===== src/rtl/fp_unit_sequencer_if.sv =====
// Bus bundle between the FP issue stage, the Fp32Unit datapath, the result
// consumer and the fflags CSR port of the sequencer.
interface fp_unit_sequencer_if #(
  parameter int UNIT_W = 4,
  parameter int TAG_W  = 5
);
  logic              flush;
  logic              reqValid;
  logic              reqReady;
  logic [UNIT_W-1:0] reqUnit;
  logic [TAG_W-1:0]  reqTag;
  logic [UNIT_W-1:0] fpUnit;
  logic              fpEnable;
  logic              fpFlush;
  logic              fpDone;
  logic [31:0]       fpIntResult;
  logic [31:0]       fpFpResult;
  logic              fpWriteFlags;
  logic [4:0]        fpFlagsValue;
  logic              respValid;
  logic              respReady;
  logic [TAG_W-1:0]  respTag;
  logic [31:0]       respIntResult;
  logic [31:0]       respFpResult;
  logic              respTimeout;
  logic [4:0]        fflags;
  logic              fflagsWrite;
  logic [4:0]        fflagsWriteValue;

  // Environment side: issue stage, datapath results, consumer and CSR writer.
  modport master (
    output flush, reqValid, reqUnit, reqTag,
    output fpDone, fpIntResult, fpFpResult, fpWriteFlags, fpFlagsValue,
    output respReady, fflagsWrite, fflagsWriteValue,
    input  reqReady, fpUnit, fpEnable, fpFlush,
    input  respValid, respTag, respIntResult, respFpResult, respTimeout, fflags
  );

  // Sequencer side.
  modport slave (
    input  flush, reqValid, reqUnit, reqTag,
    input  fpDone, fpIntResult, fpFpResult, fpWriteFlags, fpFlagsValue,
    input  respReady, fflagsWrite, fflagsWriteValue,
    output reqReady, fpUnit, fpEnable, fpFlush,
    output respValid, respTag, respIntResult, respFpResult, respTimeout, fflags
  );
endinterface


===== src/rtl/fp_unit_sequencer.sv =====
// Issue/commit sequencer for the Fp32Unit: runs one op at a time, holds the
// unit select until done or watchdog abort, and commits flags into fflags.
module fp_unit_sequencer #(
  parameter int                UNIT_W    = 4,
  parameter int                TAG_W     = 5,
  parameter logic [UNIT_W-1:0] IDLE_UNIT = 4'hF,
  parameter int                TIMEOUT   = 64
) (
  input logic             clk,
  input logic             rst,
  fp_unit_sequencer_if.slave bus
);

  typedef enum logic [1:0] {
    IDLE = 2'd0,
    EXEC = 2'd1,
    RESP = 2'd2
  } seqState_t;

  localparam logic [7:0] LAST_CNT = 8'(TIMEOUT - 1);

  seqState_t         state_r;
  logic [7:0]        count_r;
  logic [TAG_W-1:0]  tag_r;
  logic              reqReady_r;
  logic              fpEnable_r;
  logic [UNIT_W-1:0] fpUnit_r;
  logic              respValid_r;
  logic [TAG_W-1:0]  respTag_r;
  logic [31:0]       respIntResult_r;
  logic [31:0]       respFpResult_r;
  logic              respTimeout_r;
  logic              capWriteFlags_r;
  logic [4:0]        capFlags_r;
  logic [4:0]        fflags_r;

  logic              timeoutHit_s;
  logic              commit_s;
  logic [4:0]        commitFlags_s;

  // The abort must reach the datapath in the same cycle it is decided,
  // so the flush strobe is decoded from registered state plus live inputs.
  assign timeoutHit_s  = (state_r == EXEC) && (count_r == LAST_CNT) && !bus.fpDone;
  assign commit_s      = (state_r == RESP) && bus.respReady && !bus.flush;
  assign commitFlags_s = (commit_s && capWriteFlags_r) ? capFlags_r : 5'b00000;

  assign bus.fpFlush       = !rst && (bus.flush || timeoutHit_s);
  assign bus.reqReady      = reqReady_r;
  assign bus.fpEnable      = fpEnable_r;
  assign bus.fpUnit        = fpUnit_r;
  assign bus.respValid     = respValid_r;
  assign bus.respTag       = respTag_r;
  assign bus.respIntResult = respIntResult_r;
  assign bus.respFpResult  = respFpResult_r;
  assign bus.respTimeout   = respTimeout_r;
  assign bus.fflags        = fflags_r;

  // Sequencer FSM with registered handshake, unit-select and response outputs.
  always_ff @(posedge clk) begin
    if (rst) begin
      state_r         <= IDLE;
      count_r         <= 8'd0;
      tag_r           <= '0;
      reqReady_r      <= 1'b1;
      fpEnable_r      <= 1'b0;
      fpUnit_r        <= IDLE_UNIT;
      respValid_r     <= 1'b0;
      respTag_r       <= '0;
      respIntResult_r <= 32'd0;
      respFpResult_r  <= 32'd0;
      respTimeout_r   <= 1'b0;
      capWriteFlags_r <= 1'b0;
      capFlags_r      <= 5'b00000;
    end else if (bus.flush) begin
      state_r         <= IDLE;
      reqReady_r      <= 1'b1;
      fpEnable_r      <= 1'b0;
      fpUnit_r        <= IDLE_UNIT;
      respValid_r     <= 1'b0;
      capWriteFlags_r <= 1'b0;
    end else begin
      case (state_r)
        IDLE: begin
          if (bus.reqValid) begin
            state_r    <= EXEC;
            count_r    <= 8'd0;
            tag_r      <= bus.reqTag;
            reqReady_r <= 1'b0;
            fpEnable_r <= 1'b1;
            fpUnit_r   <= bus.reqUnit;
          end
        end
        EXEC: begin
          if (bus.fpDone) begin
            state_r         <= RESP;
            fpEnable_r      <= 1'b0;
            fpUnit_r        <= IDLE_UNIT;
            respValid_r     <= 1'b1;
            respTag_r       <= tag_r;
            respIntResult_r <= bus.fpIntResult;
            respFpResult_r  <= bus.fpFpResult;
            respTimeout_r   <= 1'b0;
            capWriteFlags_r <= bus.fpWriteFlags;
            capFlags_r      <= bus.fpFlagsValue;
          end else if (count_r == LAST_CNT) begin
            // Watchdog abort: the response carries no data and no flags.
            state_r         <= RESP;
            fpEnable_r      <= 1'b0;
            fpUnit_r        <= IDLE_UNIT;
            respValid_r     <= 1'b1;
            respTag_r       <= tag_r;
            respIntResult_r <= 32'd0;
            respFpResult_r  <= 32'd0;
            respTimeout_r   <= 1'b1;
            capWriteFlags_r <= 1'b0;
            capFlags_r      <= 5'b00000;
          end else begin
            count_r <= count_r + 8'd1;
          end
        end
        RESP: begin
          if (bus.respReady) begin
            state_r     <= IDLE;
            respValid_r <= 1'b0;
            reqReady_r  <= 1'b1;
          end
        end
        default: begin
          state_r     <= IDLE;
          reqReady_r  <= 1'b1;
          fpEnable_r  <= 1'b0;
          fpUnit_r    <= IDLE_UNIT;
          respValid_r <= 1'b0;
        end
      endcase
    end
  end

  // Architectural fflags: CSR write merges with any flags committing that cycle.
  always_ff @(posedge clk) begin
    if (rst) begin
      fflags_r <= 5'b00000;
    end else if (bus.fflagsWrite) begin
      fflags_r <= bus.fflagsWriteValue | commitFlags_s;
    end else begin
      fflags_r <= fflags_r | commitFlags_s;
    end
  end

endmodule


===== src/flat_wrapper.sv =====
// flat-port wrapper written by rule: the top's interface ports become plain ports
module fp_unit_sequencer_flat 
#(
  parameter int                UNIT_W    = 4,
  parameter int                TAG_W     = 5,
  parameter logic [UNIT_W-1:0] IDLE_UNIT = 4'hF,
  parameter int                TIMEOUT   = 64
)
  (clk, rst, bus_flush, bus_reqValid, bus_reqUnit, bus_reqTag, bus_fpDone, bus_fpIntResult, bus_fpFpResult, bus_fpWriteFlags, bus_fpFlagsValue, bus_respReady, bus_fflagsWrite, bus_fflagsWriteValue, bus_reqReady, bus_fpUnit, bus_fpEnable, bus_fpFlush, bus_respValid, bus_respTag, bus_respIntResult, bus_respFpResult, bus_respTimeout, bus_fflags);
  fp_unit_sequencer_if #(.UNIT_W(UNIT_W), .TAG_W(TAG_W)) bus_i ();
  input logic clk;
  input logic rst;
  input wire logic [$bits(bus_i.flush)-1:0] bus_flush;
  input wire logic [$bits(bus_i.reqValid)-1:0] bus_reqValid;
  input wire logic [$bits(bus_i.reqUnit)-1:0] bus_reqUnit;
  input wire logic [$bits(bus_i.reqTag)-1:0] bus_reqTag;
  input wire logic [$bits(bus_i.fpDone)-1:0] bus_fpDone;
  input wire logic [$bits(bus_i.fpIntResult)-1:0] bus_fpIntResult;
  input wire logic [$bits(bus_i.fpFpResult)-1:0] bus_fpFpResult;
  input wire logic [$bits(bus_i.fpWriteFlags)-1:0] bus_fpWriteFlags;
  input wire logic [$bits(bus_i.fpFlagsValue)-1:0] bus_fpFlagsValue;
  input wire logic [$bits(bus_i.respReady)-1:0] bus_respReady;
  input wire logic [$bits(bus_i.fflagsWrite)-1:0] bus_fflagsWrite;
  input wire logic [$bits(bus_i.fflagsWriteValue)-1:0] bus_fflagsWriteValue;
  output wire logic [$bits(bus_i.reqReady)-1:0] bus_reqReady;
  output wire logic [$bits(bus_i.fpUnit)-1:0] bus_fpUnit;
  output wire logic [$bits(bus_i.fpEnable)-1:0] bus_fpEnable;
  output wire logic [$bits(bus_i.fpFlush)-1:0] bus_fpFlush;
  output wire logic [$bits(bus_i.respValid)-1:0] bus_respValid;
  output wire logic [$bits(bus_i.respTag)-1:0] bus_respTag;
  output wire logic [$bits(bus_i.respIntResult)-1:0] bus_respIntResult;
  output wire logic [$bits(bus_i.respFpResult)-1:0] bus_respFpResult;
  output wire logic [$bits(bus_i.respTimeout)-1:0] bus_respTimeout;
  output wire logic [$bits(bus_i.fflags)-1:0] bus_fflags;
  assign bus_i.flush = bus_flush;
  assign bus_i.reqValid = bus_reqValid;
  assign bus_i.reqUnit = bus_reqUnit;
  assign bus_i.reqTag = bus_reqTag;
  assign bus_i.fpDone = bus_fpDone;
  assign bus_i.fpIntResult = bus_fpIntResult;
  assign bus_i.fpFpResult = bus_fpFpResult;
  assign bus_i.fpWriteFlags = bus_fpWriteFlags;
  assign bus_i.fpFlagsValue = bus_fpFlagsValue;
  assign bus_i.respReady = bus_respReady;
  assign bus_i.fflagsWrite = bus_fflagsWrite;
  assign bus_i.fflagsWriteValue = bus_fflagsWriteValue;
  assign bus_reqReady = bus_i.reqReady;
  assign bus_fpUnit = bus_i.fpUnit;
  assign bus_fpEnable = bus_i.fpEnable;
  assign bus_fpFlush = bus_i.fpFlush;
  assign bus_respValid = bus_i.respValid;
  assign bus_respTag = bus_i.respTag;
  assign bus_respIntResult = bus_i.respIntResult;
  assign bus_respFpResult = bus_i.respFpResult;
  assign bus_respTimeout = bus_i.respTimeout;
  assign bus_fflags = bus_i.fflags;
  fp_unit_sequencer #(.UNIT_W(UNIT_W), .TAG_W(TAG_W), .IDLE_UNIT(IDLE_UNIT), .TIMEOUT(TIMEOUT)) u_core (.clk(clk), .rst(rst), .bus(bus_i));
endmodule

===== config.mk =====
export PLATFORM = sky130hd
export DESIGN_NAME = fp_unit_sequencer_flat
export DESIGN_NICKNAME = d
export VERILOG_FILES = /design/src/rtl/fp_unit_sequencer_if.sv /design/src/rtl/fp_unit_sequencer.sv /design/src/flat_wrapper.sv
export SDC_FILE = /design/constraint.sdc
export NUM_CORES = 1
export LEC_CHECK = 0
export ABC_AREA = 1
export BUFFER_PORTS_ARGS = -buffer_cell sky130_fd_sc_hd__buf_4
export CAP_MARGIN = 20
export CORE_ASPECT_RATIO = 0.5
export CORE_UTILIZATION = 40
export CTS_CLUSTER_SIZE = 14
export DETAILED_ROUTE_END_ITERATION = 10
export GPL_TIMING_DRIVEN = 0
export PLACE_DENSITY = 0.68
export SYNTH_ARGS = -nofsm -noshare
export SYNTH_HDL_FRONTEND = slang
export SYNTH_SLANG_ARGS = --single-unit

===== constraint.sdc =====
create_clock -name clk -period 1.85 [get_ports clk]
set_input_delay 0.0925 -clock clk [delete_from_list [all_inputs] [get_ports clk]]
set_output_delay 0.0925 -clock clk [all_outputs]
set_load 0.05 [all_outputs]

### After elaboration in Yosys (flattened, before gate mapping)

Cells that the tools add are included.

| word-level totals | value |
|---|---|
| flip-flop bits (word level) | 103 |
| output and inout bits | 83 |
| input port bits | 91 |

| operators by class | value |
|---|---|
| mux-type cells | 35 |
| reduce and logical (&&, ||, !) cells | 22 |
| $add $sub $neg | 1 |
| eq/ne operators | 8 |
| bitwise gates (word level) | 6 |

Operator list:

| kind | number |
|---|---|
| $mux 32 | 3 |
| $mux 5 | 6 |
| $mux 8 | 3 |
| $reduce_and 3->1 | 6 |
| $pmux 8 s2 | 1 |
| $mux 4 | 3 |
| $pmux 4 s3 | 1 |
| $mux 1 | 10 |
| $or 5x5->5 | 2 |
| $pmux 1 s3 | 3 |
| $add 8x1->8 const B | 1 |
| $eq 8x6->1 const B | 1 |
| $mux 2 | 4 |
| $ne 2x2->1 const B | 4 |
| $logic_and 1x1->1 | 6 |
| $pmux 2 s3 | 1 |
| $reduce_and 5->1 | 1 |
| $not 1->1 | 4 |
| $reduce_bool 2->1 | 2 |
| $logic_not 1->1 | 3 |
| $ne 3x3->1 const B | 1 |
| $eq 2x1->1 const B | 1 |
| $eq 2x2->1 const B | 1 |
| $logic_not 2->1 | 1 |
| other kinds (3) | 3 |

### Logic depth before layout (Yosys ltp)

Gate-level depths: netlist of the first run.

| logic depth | value |
|---|---|
| depth in word-level cells | 7 |
| mapped depth | 10 |
| mapped depth without buffers | 9 |

### Worst setup path before layout of the first run

No wires, ideal clock.

| timing | value |
|---|---|
| path type | register to output |
| start | register u_core.count_r[0] |
| end | output bus_fpFlush |
| arrival | 1.386 ns |
| buffers on the path | 0 |
| stages on the path, launching flop included | 7 |
| setup slack | 0.371 ns |
| cells stage by stage | dfxtp_1 -> ha_1 -> nand2_1 -> nor2_4 -> nand3_4 -> nor2_1 -> o21a_1 |

| on the way | value |
|---|---|
| longest elaborated chain between the ends | 5 |

RTL lines:

| what | line | source |
|---|---|---|
| start, declared | fp_unit_sequencer.sv:23 | `logic [7:0] count_r;` |
| start signal, assigned | fp_unit_sequencer.sv:118 | `count_r <= count_r + 8'd1;` |
| $eq 8x6->1 | fp_unit_sequencer.sv:43 | `assign timeoutHit_s = (state_r == EXEC) && (count_r == LAST_CNT) && !bus.fpDone;` |
| $logic_and 1x1->1 (2 in a row) | fp_unit_sequencer.sv:43 |  |
| $logic_or 1x1->1 | fp_unit_sequencer.sv:47 | `assign bus.fpFlush = !rst && (bus.flush \|\| timeoutHit_s);` |
| $logic_and 1x1->1 | fp_unit_sequencer.sv:47 |  |
| end, declared | flat_wrapper.sv:28 | `output wire logic [$bits(bus_i.fpFlush)-1:0] bus_fpFlush;` |

No other way between the ends.

### Worst setup path after layout of the first run

| timing | value |
|---|---|
| start | register u_core.count_r[1] |
| end | output bus_fpFlush |

The elaborated chain is that of the path after synthesis.

==> out/summary.txt, run 1 <==
CP max stage delay - 0.35 ns
Yosys top cell area share - 44.0%
Clock Pin Slew Worst Setup and Hold Paths - 0.06 ns
Design area - 6500 µm²
Pre-CTS WS - 0.122 ns
Share of cells above drive strength 1 - 25.4%
Vias in the first global route - 4,369
Worst r2r src - u_core.count_r[1]$_SDFFE_PP0P_
Yosys cell types - 27
Port Buffers - 171
Power Density - 742 nW/µm²
#FFs+latches synth - 103
Fin. Hold Viols - 0
Commonest cells after routing, fill and taps aside - nand2_1 (192), buf_4 (175), dfxtp_1 (101)
Mean Syn Cell Area - 6.89 µm²
Number of routed nets with antenna violations - 0
Max Slew Vio Count - 0
Pin count of the biggest net entering global routing - 15
Initial DRC count - 231
# IOs - 174
Post-DP Area - 6170 µm²
Worst EP arrival - 1.68 ns
Largest delay share family, worst path - simple AND/OR/NAND/NOR gates
Worst min path class - input port to flop
Die area - 12,200 µm²
Status - complete, no violations
# clock sinks - 103
Gate Count Post-Synth - 680
Antenna violations before repair - 0
Inserted Clock Buffers - 9
Crit path kind - flop to output port
Final setup margin - 0.0731 ns
Max clock buf depth - 2
Clk_lat worst skew - 0.34 ns
Die W - 155 µm
R2r endpoint - u_core.bus.respIntResult[10]$_SDFFE_PP0P_
Total global-route track usage - 22.0%
Critical path launch point type - flop
Critical path's slowest cell - dfxtp_2
WP depth - 7
Setup TNS - 0 ns
Row count - 27
Tcrit/Tclk final - 96.0%
Worst hold stages - 3
Clock tree from TritonCTS - built
Total gr overflow - 0
Final setup viols - 0
Root Driver - clkbuf_16
Drc violations - 0
Synthesis-to-layout area growth - 38.8%
Hold path start - bus_reqUnit[3]
Synth top area cells - dfxtp_1 (44%), nand2_1 (16%), a21oi_1 (10%), nand3_1 (9.1%), nor2_1 (7.5%)
Max VDD drop - 392 µV
Drt total wl - 13.4 mm
Skew final - 0.00775 ns
Yosys warning total - 0
Tightest Pin Transition - 0.571 ns
Core area - 11,200 µm²
Die Span Y - 78.5 µm
Most common cell after layout, fill and taps aside - nand2_1
# diodes - 0
Min Tclk post-route - 1.78 ns
Initial Util - 41.9%
Crit path capture type - output port
Fmax - 563 MHz
Reg-to-reg setup timing slack - 0.19 ns
First-pass GRT wire length - 21.4 mm
Avg WL per Cell - 13.0 µm
Crit path cell chain - ha_2, nand2_2, nor2_4, nand3_4, nor2_4, o21a_1, buf_6
Non-Filler Instances - 1,032
Most used cell, CP - nor2_4
CP bufs+invs - 1
Pleak - 2.93 nW
CP Max Fanout - 5
Htree depth - 3
Net Count, Synth - 772
Cell taking the most area after synthesis - dfxtp_1
Net count, final - 960
Worst Hold Path EP - u_core.bus.fpUnit[3]$_SDFFE_PP1P_
Via count - 4,951
Depth of the worst register-to-register path - 10
Slew headroom - 62.0%
Max-cap violation count - 0
Sequential area share after synthesis - 44.0%
Vias per inst - 4.80
Worst EP required - 1.76 ns
DR pass1 iterations - 5
Cell Count Post-Placement - 1,010
Placed wire-length estimate - 9.83 mm
Final core occ - 58.1%
Gpl congestion - 0.849
Netlist Area Pre-Place - 4680 µm²
[kinds of logic after synthesis]
group	count (synthesis)	share of synthesized area [%]
AO/OA/AOI/OAI	109	12.0
XOR/XNOR	1	0.187
adder cells (fa/ha/maj)	1	0.267
buffers and inverters	78	8.12
flip-flops	103	44.0
multiplexers	5	1.07
AND/OR/NAND/NOR	383	34.3
[area by class of cell]
type	count	area, µm²
fillers	1091	4680
inverters	28	105
multi-input cells	499	2260
well taps	159	199
clock buffers	15	248
clock inverters	1	5.00
repair buffers	177	1340
plain buffers	50	280
flip-flops and latches	103	2060
[tightest hold or removal path, stage by stage]
cell and delay [ns]:
buf_4 0.08, o211ai_1 0.08, nand3_1 0.06
[routing by layer]
metal	vias to the layer above	routed length [µm]	global-route usage, %
met2	105	6380	36.4
met4	0	79	5.15
li1	2574	-	-
met3	9	556	4.31
met1	2263	6360	29.5
met5	-	0	0
[per-stage QoR]
step / hold slack, ns / total power, mW
3_3_place_gp: 0.345 / 3.16
3_5_place_dp: 0.353 / 3.16
5_1_grt: 0.0111 / 5.03
6_report: 0.0113 / 4.82
2_1_floorplan: 0.240 / 2.84
4_1_cts: 0.00243 / 4.86
[sequential cells by signal, summed over array words and instances, names as in the netlist]
| signal | count |
|---|---|
| u_core.bus.fflags | 5 |
| u_core.bus.fpEnable | 1 |
| u_core.bus.fpUnit | 4 |
| u_core.bus.reqReady | 1 |
| u_core.bus.respFpResult | 32 |
| u_core.bus.respIntResult | 32 |
| u_core.bus.respTag | 5 |
| u_core.bus.respTimeout | 1 |
| u_core.bus.respValid | 1 |
| u_core.capFlags_r | 5 |
| u_core.capWriteFlags_r | 1 |
| u_core.count_r | 8 |
| u_core.state_r | 2 |
| u_core.tag_r | 5 |
[what timing repair did]
item	in CTS	in global routing
pin swaps	0	3
endpoints found under the setup margin	1	30
hold buffers	1	0
resized for setup	2	8
buffers inserted	0	5
hold endpoints to repair	1	0
[synth_stat cells]
| cell | instances |
|---|---|
| nand2_4 | 2 |
| buf_6 | 9 |
| nand4_1 | 2 |
| buf_1 | 4 |
| buf_2 | 7 |
| nor2_1 | 94 |
| nand2_1 | 194 |
| buf_8 | 1 |
| o31ai_1 | 1 |
| o21ai_0 | 7 |
| xor2_1 | 1 |
| o21a_1 | 1 |
| nor2_2 | 1 |
| o211ai_1 | 5 |
| inv_2 | 6 |
| clkbuf_1 | 29 |
| nor3b_1 | 1 |
| a21oi_1 | 94 |
| clkinv_1 | 1 |
| nor2_4 | 3 |
| nand3_1 | 85 |
| inv_1 | 21 |
| ha_1 | 1 |
| dfxtp_1 | 103 |
| o21ai_1 | 1 |
| nand3_4 | 1 |
| mux2i_1 | 5 |
[how the worst max path moves through the flow]
stage | from | end | slack (ns)
6_report | u_core.count_r[1]$_SDFFE_PP0P_ | bus_fpFlush | 0.07
5_1_grt | u_core.count_r[0]$_SDFFE_PP0P_ | bus_fpFlush | -0.01
4_1_cts | u_core.count_r[0]$_SDFFE_PP0P_ | bus_fpFlush | 0.02
3_5_place_dp | u_core.count_r[0]$_SDFFE_PP0P_ | u_core.bus.respIntResult[6]$_SDFFE_PP0P_ | 0.12
3_3_place_gp | u_core.count_r[0]$_SDFFE_PP0P_ | u_core.bus.respIntResult[0]$_SDFFE_PP0P_ | 0.17
2_1_floorplan | u_core.count_r[0]$_SDFFE_PP0P_ | bus_fpFlush | 0.37
[power by group]
| group | internal, mW | switching [mW] |
|---|---|---|
| logic | 0.308 | 0.499 |
| clock network | 0.916 | 0.790 |
| registers | 2.28 | 0.0323 |
Power figures use the tool's default switching activity.
==> inputs of run 2 (changes only) <==
- SLEW_MARGIN: unset -> 5
- clock period: 1.85 -> 1.7 ns (I/O delays scaled with it)
==> run 2 against run 1 <==
  * Routed wire length increased by 1.3%
  * Register-to-register slack got worse by 0.06 ns
  * Critical path depth unchanged
  * Critical endpoint unchanged
  * Count of clock-buffer cells in the layout unchanged
  * Total power increased by 9.0%
  * Worst setup slack got worse by 0.060 ns
  * Global-route usage increased by 0.14 points
  * Combinational power increased by 9.9%
  * Final cell count about the same
  * Utilization increased by 0.48 points
  * Final area increased by 0.83%
==> out/summary.txt, run 2 (synthesis gave the netlist of run 1 again) <==
Status - complete, no violations
Min Tclk post-route - 1.69 ns
Clk_lat worst skew - 0.34 ns
Crit path capture type - output port
Synthesis-to-layout area growth - 40.0%
CP bufs+invs - 1
Clock Pin Slew Worst Setup and Hold Paths - 0.07 ns
Commonest cells after routing, fill and taps aside - nand2_1 (192), buf_4 (173), dfxtp_1 (100)
Initial DRC count - 232
Slew headroom - 62.2%
Placed wire-length estimate - 9.83 mm
Worst hold stages - 3
Htree depth - 3
Antenna violations before repair - 0
Most common cell after layout, fill and taps aside - nand2_1
Clock tree from TritonCTS - built
Die Span Y - 78.5 µm
Inserted Clock Buffers - 9
Most used cell, CP - nor2_4
Die area - 12,200 µm²
Worst EP required - 1.62 ns
Worst min path class - input port to flop
Final setup viols - 0
Drc violations - 0
Row count - 27
Share of cells above drive strength 1 - 25.4%
Skew final - 0.00737 ns
Gpl congestion - 0.849
Port Buffers - 171
Fin. Hold Viols - 0
Max-cap violation count - 0
Crit path kind - flop to output port
Max clock buf depth - 2
Vias in the first global route - 4,395
Drt total wl - 13.6 mm
Tcrit/Tclk final - 99.2%
WP depth - 7
# diodes - 0
Pleak - 2.96 nW
Largest delay share family, worst path - simple AND/OR/NAND/NOR gates
Die W - 155 µm
Worst EP arrival - 1.60 ns
Avg WL per Cell - 13.1 µm
Critical path launch point type - flop
# IOs - 174
Power Density - 802 nW/µm²
Via count - 4,950
Max VDD drop - 410 µV
Max Slew Vio Count - 0
Total global-route track usage - 22.1%
Core area - 11,200 µm²
Number of routed nets with antenna violations - 0
Setup TNS - 0 ns
Initial Util - 41.9%
DR pass1 iterations - 5
Pin count of the biggest net entering global routing - 15
Net count, final - 961
Cell Count Post-Placement - 1,010
Crit path cell chain - ha_4, nand2_4, nor2_4, nand3_4, nor2_4, o21a_1, buf_6
Total gr overflow - 0
Non-Filler Instances - 1,033
Unrepaired setup endpoints after global routing - true
Depth of the worst register-to-register path - 10
# clock sinks - 103
Root Driver - clkbuf_16
Fmax - 593 MHz
First-pass GRT wire length - 21.6 mm
Vias per inst - 4.79
Tightest Pin Transition - 0.567 ns
Critical path's slowest cell - dfxtp_4
CP Max Fanout - 5
CP max stage delay - 0.37 ns
run 2: changes by cell type in the layout (fill, tap and decap cells not counted):
cell	delta
clkbuf_4	+1
dlygate4sd3_1	+2
buf_2	-1
nand2_4	+1
clkbuf_16	+1
ha_4	+1
buf_4	-2
nand2_2	-1
dfxtp_4	+2
dfxtp_2	-1
dfxtp_1	-1
ha_2	-1
run 2: final cells by class:
class / instances / area [µm²]
well taps: 159 / 199
clock buffers: 15 / 248
multi-input cells: 499 / 2280
repair buffers: 178 / 1370
plain buffers: 50 / 283
flip-flops and latches: 103 / 2070
clock inverters: 1 / 5.00
fillers: 1089 / 4630
inverters: 28 / 105
run 2: final timing paths:
path,from,to,slack [ns]
worst max-delay path,u_core.count_r[0]$_SDFFE_PP0P_,bus_fpFlush,0.01
worst min-delay path,bus_fpWriteFlags,u_core.capWriteFlags_r$_SDFFE_PP0P_,0.02
worst max register to register,u_core.count_r[0]$_SDFFE_PP0P_,u_core.bus.respIntResult[19]$_SDFFE_PP0P_,0.13
worst min register to register,u_core.tag_r[0]$_SDFFE_PP0P_,u_core.tag_r[0]$_SDFFE_PP0P_,0.46
run 2: per-layer routing:
metal | GRT usage, % | vias to the layer above | wire length [µm]
met4 | 5.35 | 0 | 117
met3 | 4.36 | 11 | 624
li1 | - | 2577 | -
met1 | 29.5 | 2256 | 6390
met5 | 0 | - | 0
met2 | 36.8 | 106 | 6430
run 2: per-stage QoR:
step           total power, mW  hold slack [ns]  cell area [µm²]  setup slack, ns  utilization, %
5_1_grt                   5.48           0.0296             6560          -0.0508            58.6
2_1_floorplan             3.09            0.232             4680            0.229               -
4_1_cts                   5.29          0.00672             6490          0.00989            58.1
3_5_place_dp              3.44            0.345             6170          -0.0280            55.1
3_3_place_gp              3.43            0.337             6170           0.0217            55.1
6_report                  5.26           0.0151             6560           0.0133            58.6
run 2: tightest hold or removal path: cells and delay by family:
family / cells / cell delay [ns]
buffers and inverters: 1 / 0.11
AO/OA/AOI/OAI: 1 / 0.06
AND/OR/NAND/NOR: 1 / 0.05
run 2: what timing repair did:
action                     in CTS  in global routing
gates cloned                    0                  1
pin swaps                       2                  3
resized for setup               8                  8
hold buffers                    3                  0
setup endpoints to repair      21                 35
hold endpoints to repair        3                  0
setup buffers                   2                  1
run 2: where the power goes:
| group | internal, mW | switching, mW | leakage (nW) |
|---|---|---|---|
| Sequential | 2.47 | 0.0355 | 0.837 |
| Clock | 0.997 | 0.863 | 0.122 |
| Combinational | 0.342 | 0.545 | 2.00 |
==> inputs of run 3 (changes only) <==
- RECOVER_POWER: unset -> 50
==> run 3 against run 2 <==
  * Routed wire length is 0.18% higher
  * Maximum frequency is 0.23% lower
  * Via count shrank 0.10%
  * Non-clock buffer count unchanged
  * Total power shrank 0.87%
  * Worst setup slack worse by 0.0039 ns
  * Sequential share of layout area grew 1.6 points
  * Clock skew down 0.00094 ns
  * Count of clock-buffer cells in the layout stayed put
==> out/summary.txt, run 3 (synthesis gave the netlist of run 1 again) <==
Pleak - 2.62 nW
Drt total wl - 13.6 mm
Synthesis-to-layout area growth - 33.4%
Max VDD drop - 416 µV
Drc violations - 0
CP max stage delay - 0.37 ns
Largest delay share family, worst path - simple AND/OR/NAND/NOR gates
Worst EP arrival - 1.61 ns
Unrepaired setup endpoints after global routing - true
Avg WL per Cell - 13.1 µm
Final Hold Slack - 0.0150 ns
Most common cell after layout, fill and taps aside - nand2_1
Via count - 4,945
Reg area - 2070 µm²
Final setup margin - 0.00946 ns
Initial DRC count - 217
Post-DP Area - 6170 µm²
Share of cells above drive strength 1 - 16.0%
Slew headroom - 56.7%
Die W - 155 µm
Initial Util - 41.9%
Total gr overflow - 0
Final core occ - 55.9%
Min Tclk post-route - 1.69 ns
Design area - 6250 µm²
Net count, final - 961
Tightest Pin Transition - 0.652 ns
Vias in the first global route - 4,395
# IOs - 174
Gpl congestion - 0.849
Final setup viols - 0
Max-cap violation count - 0
Power Density - 834 nW/µm²
Crit path cell chain - ha_4, nand2_4, nor2_4, nand3_4, nor2_4, o21a_1, buf_6
Fmax - 592 MHz
Die area - 12,200 µm²
Htree depth - 3
# diodes - 0
Core area - 11,200 µm²
Multi-input logic area - 2280 µm²
Inserted Clock Buffers - 9
Port Buffers - 171
Row count - 27
Fin. Hold Viols - 0
Die Span Y - 78.5 µm
Number of routed nets with antenna violations - 0
Critical path's slowest cell - dfxtp_4
Clock tree from TritonCTS - built
Commonest cells after routing, fill and taps aside - nand2_1 (192), clkbuf_1 (117), dfxtp_1 (100)
Status - complete, no violations
Tcrit/Tclk final - 99.4%
Worst EP required - 1.62 ns
Clock Pin Slew Worst Setup and Hold Paths - 0.07 ns
DR pass1 iterations - 6
Antenna violations before repair - 0
First-pass GRT wire length - 21.6 mm
Most used cell, CP - nor2_4
Crit path kind - flop to output port
Max clock buf depth - 2
Pre-CTS WS - -0.0280 ns
Skew final - 0.00643 ns
Worst min path class - input port to flop
Crit path capture type - output port
Total global-route track usage - 22.1%
Root Driver - clkbuf_16
CP bufs+invs - 1
Max Slew Vio Count - 0
Setup TNS - 0 ns
Pin count of the biggest net entering global routing - 15
Critical path launch point type - flop
Placed wire-length estimate - 9.83 mm
Vias per inst - 4.79
Fillers - 1,170
CP Max Fanout - 5
# clock sinks - 103
Clk_lat worst skew - 0.34 ns
==> run 3: cell count changes in the layout (fill, tap and decap cells not counted), sizes merged <==
cell,change
buf,-82
clkbuf,+82
==> run 3: worst paths after layout <==
kind                                                     start                                        end  slack [ns]  cells after the start
worst min-delay path                          bus_fpWriteFlags        u_core.capWriteFlags_r$_SDFFE_PP0P_        0.01                      3
worst max register to register  u_core.count_r[0]$_SDFFE_PP0P_  u_core.bus.respIntResult[19]$_SDFFE_PP0P_        0.12                     10
worst min register to register    u_core.tag_r[0]$_SDFFE_PP0P_               u_core.tag_r[0]$_SDFFE_PP0P_        0.46                      2
worst max-delay path            u_core.count_r[0]$_SDFFE_PP0P_                                bus_fpFlush       0.009                      7
==> run 3: layer usage <==
metal  vias up  GRT usage (%)  wire length [µm]
met3        11           4.36               599
met4         0           5.35               103
met5         -              0                 0
met2       109           36.8              6390
met1      2245           29.5              6480
li1       2580              -                 -
==> run 3: repair_timing <==
action / 4_1_cts / 5_1_grt
gates cloned: 0 / 1
hold endpoints to repair: 3 / 0
hold buffers: 3 / 0
resized for setup: 8 / 8
setup buffers: 2 / 1
endpoints found under the setup margin: 21 / 35
pin swaps: 2 / 3
==> run 3: layout make-up <==
| type | count | area share [%] |
|---|---|---|
| clock inverters | 1 | 0.0801 |
| clock buffers | 15 | 3.97 |
| flip-flops and latches | 103 | 33.1 |
| inverters | 28 | 1.68 |
| well taps | 159 | 3.18 |
| repair buffers | 178 | 16.9 |
| multi-input cells | 499 | 36.5 |
| plain buffers | 50 | 4.53 |
==> run 3: power by group <==
part / internal (mW) / switching [mW] / leakage, nW
sequential: 2.47 / 0.0342 / 0.837
clock: 0.997 / 0.863 / 0.122
combinational: 0.297 / 0.545 / 1.66
total: 3.77 / 1.44 / 2.62
==> run 3: tightest hold or removal path, cell delays in order <==
cell and delay (ns):
buf_4 0.11, nand2_1 0.05, a21oi_1 0.05
==> run 3: per-stage QoR <==
step / power [mW] / instances
6_report: 5.21 / 1033
5_1_grt: 5.43 / 1033
4_1_cts: 5.29 / 1031
3_5_place_dp: 3.44 / 1010
3_3_place_gp: 3.43 / 1010
2_1_floorplan: 3.09 / 680
